## config.mk

```make
export PLATFORM = sky130hd
export DESIGN_NAME = mem_arbiter
export DESIGN_NICKNAME = d
export VERILOG_FILES = /design/src/rtl/mem_arbiter_pkg.sv /design/src/rtl/mem_arbiter_starve_cnt.sv /design/src/rtl/mem_arbiter.sv
export SDC_FILE = /design/constraint.sdc
export NUM_CORES = 1
export LEC_CHECK = 0
export BUFFER_PORTS_ARGS = -buffer_cell sky130_fd_sc_hd__buf_2
export CAP_MARGIN = 20
export CELL_PAD_IN_SITES_DETAIL_PLACEMENT = 1
export CELL_PAD_IN_SITES_GLOBAL_PLACEMENT = 1
export CORE_AREA = 3 3 105 107
export DETAILED_ROUTE_END_ITERATION = 8
export DIE_AREA = 0 0 108 110
export PLACE_DENSITY_LB_ADDON = 0.1
export SLEW_MARGIN = 0
export SYNTH_ARGS = -nofsm -noshare
export SYNTH_HDL_FRONTEND = slang
export SYNTH_SLANG_ARGS = --single-unit
```

## constraint.sdc

```tcl
create_clock -name clk -period 3.7 [get_ports clk]
set_clock_uncertainty 0.05 [all_clocks]
set_input_delay 0 -clock clk [delete_from_list [all_inputs] [get_ports clk]]
set_output_delay 0 -clock clk [all_outputs]
set_load 0.02 [all_outputs]
```

## src/rtl/mem_arbiter_pkg.sv

```systemverilog
// Shared definitions for the two-master memory bus arbiter.
package mem_arbiter_pkg;

  localparam int ADDR_W = 30;
  localparam int DATA_W = 32;
  localparam int WE_W   = 4;

  localparam logic M0 = 1'b0;
  localparam logic M1 = 1'b1;

  typedef enum logic {
    NORMAL = 1'b0,
    LOCKED = 1'b1
  } lock_state_t;

  function automatic logic is_req(input logic re, input logic [WE_W-1:0] we);
    return re | (|we);
  endfunction

endpackage

```

## src/rtl/mem_arbiter_starve_cnt.sv

```systemverilog
// Saturating count of consecutive cycles m1 has been kept off the bus.
module arb_starve_cnt #(
  parameter int MAX_WAIT = 4,
  parameter int WAIT_W   = 8
) (
  input  logic clk,
  input  logic reset,
  input  logic inc,
  input  logic clr,
  output logic sat
);

  localparam logic [WAIT_W-1:0] MAX_V = WAIT_W'(MAX_WAIT);

  logic [WAIT_W-1:0] cnt;

  assign sat = (cnt == MAX_V);

  always_ff @(posedge clk) begin
    if (!reset) begin
      cnt <= '0;
    end else if (clr) begin
      cnt <= '0;
    end else if (inc && !sat) begin
      cnt <= cnt + 1'b1;
    end
  end

endmodule

```

## src/rtl/mem_arbiter.sv

```systemverilog
// Two-master bus arbiter: m0 normally wins, m1 is protected from starvation
// by a saturating wait counter and may hold the bus with m1_lock.
module mem_arbiter
  import mem_arbiter_pkg::*;
#(
  parameter int MAX_WAIT = 4,
  parameter int WAIT_W   = 8
) (
  input  logic              clk,
  input  logic              reset,
  input  logic [ADDR_W-1:0] m0_addr,
  input  logic [DATA_W-1:0] m0_wdata,
  input  logic [WE_W-1:0]   m0_we,
  input  logic              m0_re,
  output logic              m0_gnt,
  output logic              m0_rvalid,
  input  logic [ADDR_W-1:0] m1_addr,
  input  logic [DATA_W-1:0] m1_wdata,
  input  logic [WE_W-1:0]   m1_we,
  input  logic              m1_re,
  input  logic              m1_lock,
  output logic              m1_gnt,
  output logic              m1_rvalid,
  output logic [DATA_W-1:0] rdata,
  output logic [ADDR_W-1:0] s_addr,
  output logic [DATA_W-1:0] s_wdata,
  output logic [WE_W-1:0]   s_we,
  output logic              s_re,
  input  logic [DATA_W-1:0] s_rdata
);

  lock_state_t state;
  logic        req0, req1, force1, wait_sat;
  logic        gnt0, gnt1;
  logic        owner_q, rd_q;

  assign req0   = is_req(m0_re, m0_we);
  assign req1   = is_req(m1_re, m1_we);
  assign force1 = wait_sat | (state == LOCKED);

  // Grants are suppressed while reset is held so nothing reaches the bus.
  assign gnt0   = reset & req0 & ~(force1 & req1);
  assign gnt1   = reset & req1 & ~gnt0;
  assign m0_gnt = gnt0;
  assign m1_gnt = gnt1;

  arb_starve_cnt #(
    .MAX_WAIT (MAX_WAIT),
    .WAIT_W   (WAIT_W)
  ) u_starve (
    .clk   (clk),
    .reset (reset),
    .inc   (req1 & ~gnt1),
    .clr   (gnt1),
    .sat   (wait_sat)
  );

  always_comb begin
    s_addr  = m0_addr;
    s_wdata = m0_wdata;
    s_we    = '0;
    s_re    = 1'b0;
    if (gnt1) begin
      s_addr  = m1_addr;
      s_wdata = m1_wdata;
      s_we    = m1_we;
      s_re    = m1_re;
    end else if (gnt0) begin
      s_we    = m0_we;
      s_re    = m0_re;
    end
  end

  always_ff @(posedge clk) begin
    if (!reset) begin
      state <= NORMAL;
    end else begin
      case (state)
        NORMAL:  if (gnt1 && m1_lock) state <= LOCKED;
        LOCKED:  if (!m1_lock)        state <= NORMAL;
        default:                      state <= NORMAL;
      endcase
    end
  end

  always_ff @(posedge clk) begin
    if (!reset) begin
      rd_q    <= 1'b0;
      owner_q <= M0;
    end else begin
      rd_q    <= s_re;
      owner_q <= gnt1 ? M1 : M0;
    end
  end

  // Gating with reset drops a response whose return cycle falls inside reset.
  assign m0_rvalid = reset & rd_q & (owner_q == M0);
  assign m1_rvalid = reset & rd_q & (owner_q == M1);
  assign rdata     = s_rdata;

endmodule

```

==> summary.md <==
| Metric | Value |
|---|---|
| Outcome | completed |
| Setup TNS | 0 ns |
| Cts bufs inserted | 3 |
| CTS root buf | clkbuf_8 |
| Simple-gate area share of the yosys netlist | 0.112 |
| Switching Share | 0.401 |
| Worst Path Required | between 3 and 4 ns |
| Unrepaired setup endpoints after global routing | false |
| DRT Wirelength | between 9 and 10 mm |
| Post-Synth Adder-Cell Area | 0.0126 |
| Startpoint Class | register |
| Clock Tree Buf Depth | 2 |
| Die X | 108 um |
| Total power | 0.698 mW |
| Post-synthesis mux area share | 0.462 |
| Post-DP Area | roughly 2800 um^2 |
| Crit path cell chain | inv_1, ha_1, nor4b_4, a31oi_4, a211o_4, buf_4, mux2_4, buf_2 |
| Initial Util | 0.194 |
| Worst EP arrival | 2.74 ns |
| Finished Layout Cells | 527 |
| Number of global-route vias before repair | 2126 |
| Synth Area in Compound Gates | 0.0903 |
| Slowest stage delay, CP | 0.48 ns |
| FP Rows | 37 |
| Crit. End Element | output pin |
| Top FF cell, synth | dfxtp_1 |
| #FFs+latches synth | 11 |
| Die H | 110 um |
| Crit path max fanout | 26 |
| Sequential power share | 0.189 |
| Clk pwr share | 0.183 |
| EDFF count, synth | 0 |
| GP Congestion | 0.738 |
| Via count | ~2200 |
| Synthesis-to-finish area growth | 63.2% |
| Final worst slack | roughly 0.91 ns |
| Async S/R FF share, synth | 0 |
| Synth cell types | 35 |
| # DRC | 0 |
| Inst Count DP | 488 |
| ANT nets after route | 0 |
| Grt total ovfl | 0 |
| Iter 0 DRT Violations | 108 |
| WL/cell | 18.3 um |
| Vias per cell | between 4 and 5 |
| First-pass GRT wire length | 12.7 mm |
| PortBufs | ~210 |
| Clock Sink Count | 11 |
| Boundary Pins | between 200 and 300 |
| Crit Path Category | register to output pin |
| Yosys warnings | 0 |
| Full die area | between 10000 and 15000 um^2 |
| XOR/XNOR share of the synthesized area | 0.00442 |
| Slew headroom | 0.705 |
| Pint | around 0.42 mW |
| Slew Viols, Final | 0 |
| Bufs and invs on worst path | 3 |
| Leak Pwr | 1.85 nW |
| Final core utilization | 0.316 |
| Hold/Removal Path Class | input port to register |
| Dpl ws | 1.15 ns |
| Final setup fails | 0 |
| Period minus WS final | between 2 and 3 ns |
| Max Clk Rate | 358 MHz |
| Tcrit/Tclk final | 0.754 |
| Combinational group share of total power | 0.627 |
| Core area | a little over 10000 um^2 |
| CTS tree | done |
| Peak supply drop | approximately 96 uV |
| Final Hold Vio Count | 0 |
| Max-cap violations | 0 |
| WHS | about 0.083 ns |
| N_diodes | 0 |
| NetSw | roughly 0.28 mW |
| Net Count, Synth | 357 |
| Slowest CP cell | a211o_4 |
| PwrDens | 216 nW/um^2 |
| Design area | ~3200 um^2 |
| DR pass1 iterations | 4 |
| Slew @ Worst Pin | approximately 0.44 ns |
| Synthesized area | 1980 um^2 |
| Nets | 563 |
| Clk slew on worst S/H paths | around 0.050 ns |
| Total track usage | 0.138 |
| Hpwl dp | 7.68 mm |
| Sequential area share after synthesis | 0.111 |
| H-tree levels | 1 |
| Crit path max-delay family | compound AO/OA/AOI/OAI gates |
| Largest net degree at the start of global routing | 27 |
| Syn avg cell area | roughly 11 um^2 |
| Post-synthesis cell count | 186 |
| Initial antenna violation count | 2 |
| Share of cells above drive strength 1 | 0.716 |
| Clk_lat worst skew | 0.24 ns |
| Main combinational cell family by area after synthesis | multiplexers |
## synth_stat cells (2+ instances only)
cell | n | area [um^2]
mux2_4 | 58 | 871
buf_4 | 32 | 240
dfxtp_1 | 11 | 220
nand2_1 | 7 | 26.3
nor2_1 | 7 | 26.3
a32o_1 | 6 | 60.1
buf_12 | 6 | 120
nand3_1 | 6 | 30.0
inv_1 | 5 | 18.8
nand4_1 | 5 | 31.3
a31oi_1 | 4 | 25.0
mux2_2 | 4 | 45.0
a21oi_1 | 3 | 15.0
clkbuf_1 | 3 | 11.3
o21ai_0 | 3 | 15.0
and2_1 | 2 | 12.5
and3_1 | 2 | 12.5
ha_1 | 2 | 25.0
nor3_1 | 2 | 10.0
or2_2 | 2 | 12.5
or3_1 | 2 | 12.5
## cell families (layout without fill, tap and decap cells)
group                      Yosys count  after routing
AOI/OAI and AO/OA                   22             22
xor gates and xnor gates             1              1
adders and majority gates            2              2
buffers and inverters               49            254
DFF                                 11             11
muxes                               62             62
and+or+nand+nor                     39             39
## layout make-up
type	count	area (um^2)
Tap cell	136	170
Sequential cell	11	220
Multi-Input combinational cell	126	1360
Timing Repair Buffer	245	1420
Inverter	5	18.8
Fill cell	1244	7000
Clock buffer	4	45.0
## metal layers
layer	wire (um)	global-route usage
met5	30	0
met4	123	0.0298
met3	950	0.0489
met2	5000	0.247
met1	3540	0.160
## flip-flops by register name, indices dropped and copies added, names as in the netlist
name / flops
owner_q: 1
rd_q: 1
state: 1
u_starve.cnt: 8
## final timing paths
kind	slack, ns	start	cells after the start	to
setup / recovery	0.91	u_starve.cnt[0]$_SDFFE_PP0P_	8	s_wdata[14]
hold / removal	0.08	reset	2	state$_SDFF_PN0_
setup reg to reg	1.28	u_starve.cnt[0]$_SDFFE_PP0P_	7	rd_q$_SDFF_PN0_
hold reg to reg	0.48	u_starve.cnt[0]$_SDFFE_PP0P_	2	u_starve.cnt[0]$_SDFFE_PP0P_
## what timing repair did
action | in CTS | in global routing
resized for setup | 0 | 0
hold buffers | 35 | 0
buffers inserted | 0 | 0
endpoints found under the hold margin | 34 | 0
## cell usage in the layout, fill, tap and decap left out, drive strengths merged, types with 2 or more instances in the layout
cell / instances
buf: 210
mux2: 62
dlygate4sd3: 35
dfxtp: 11
nor2: 7
nand2: 7
a32o: 6
nand3: 6
inv: 5
nand4: 5
a31oi: 5
clkbuf: 4
o21ai: 3
a21oi: 3
nor3: 2
and2: 2
and3: 2
or2: 2
or3: 2
ha: 2
## power by group through the flow
stage               Combinational (mW)  Clock [mW]  Sequential [mW]
CTS                              0.443       0.131            0.132
global placement                 0.383           0            0.134
floorplan                        0.296           0            0.131
global route                     0.465       0.140            0.133
detailed placement               0.385           0            0.135
finish                           0.438       0.128            0.132
Note: power is estimated with default switching activity, not from simulation.
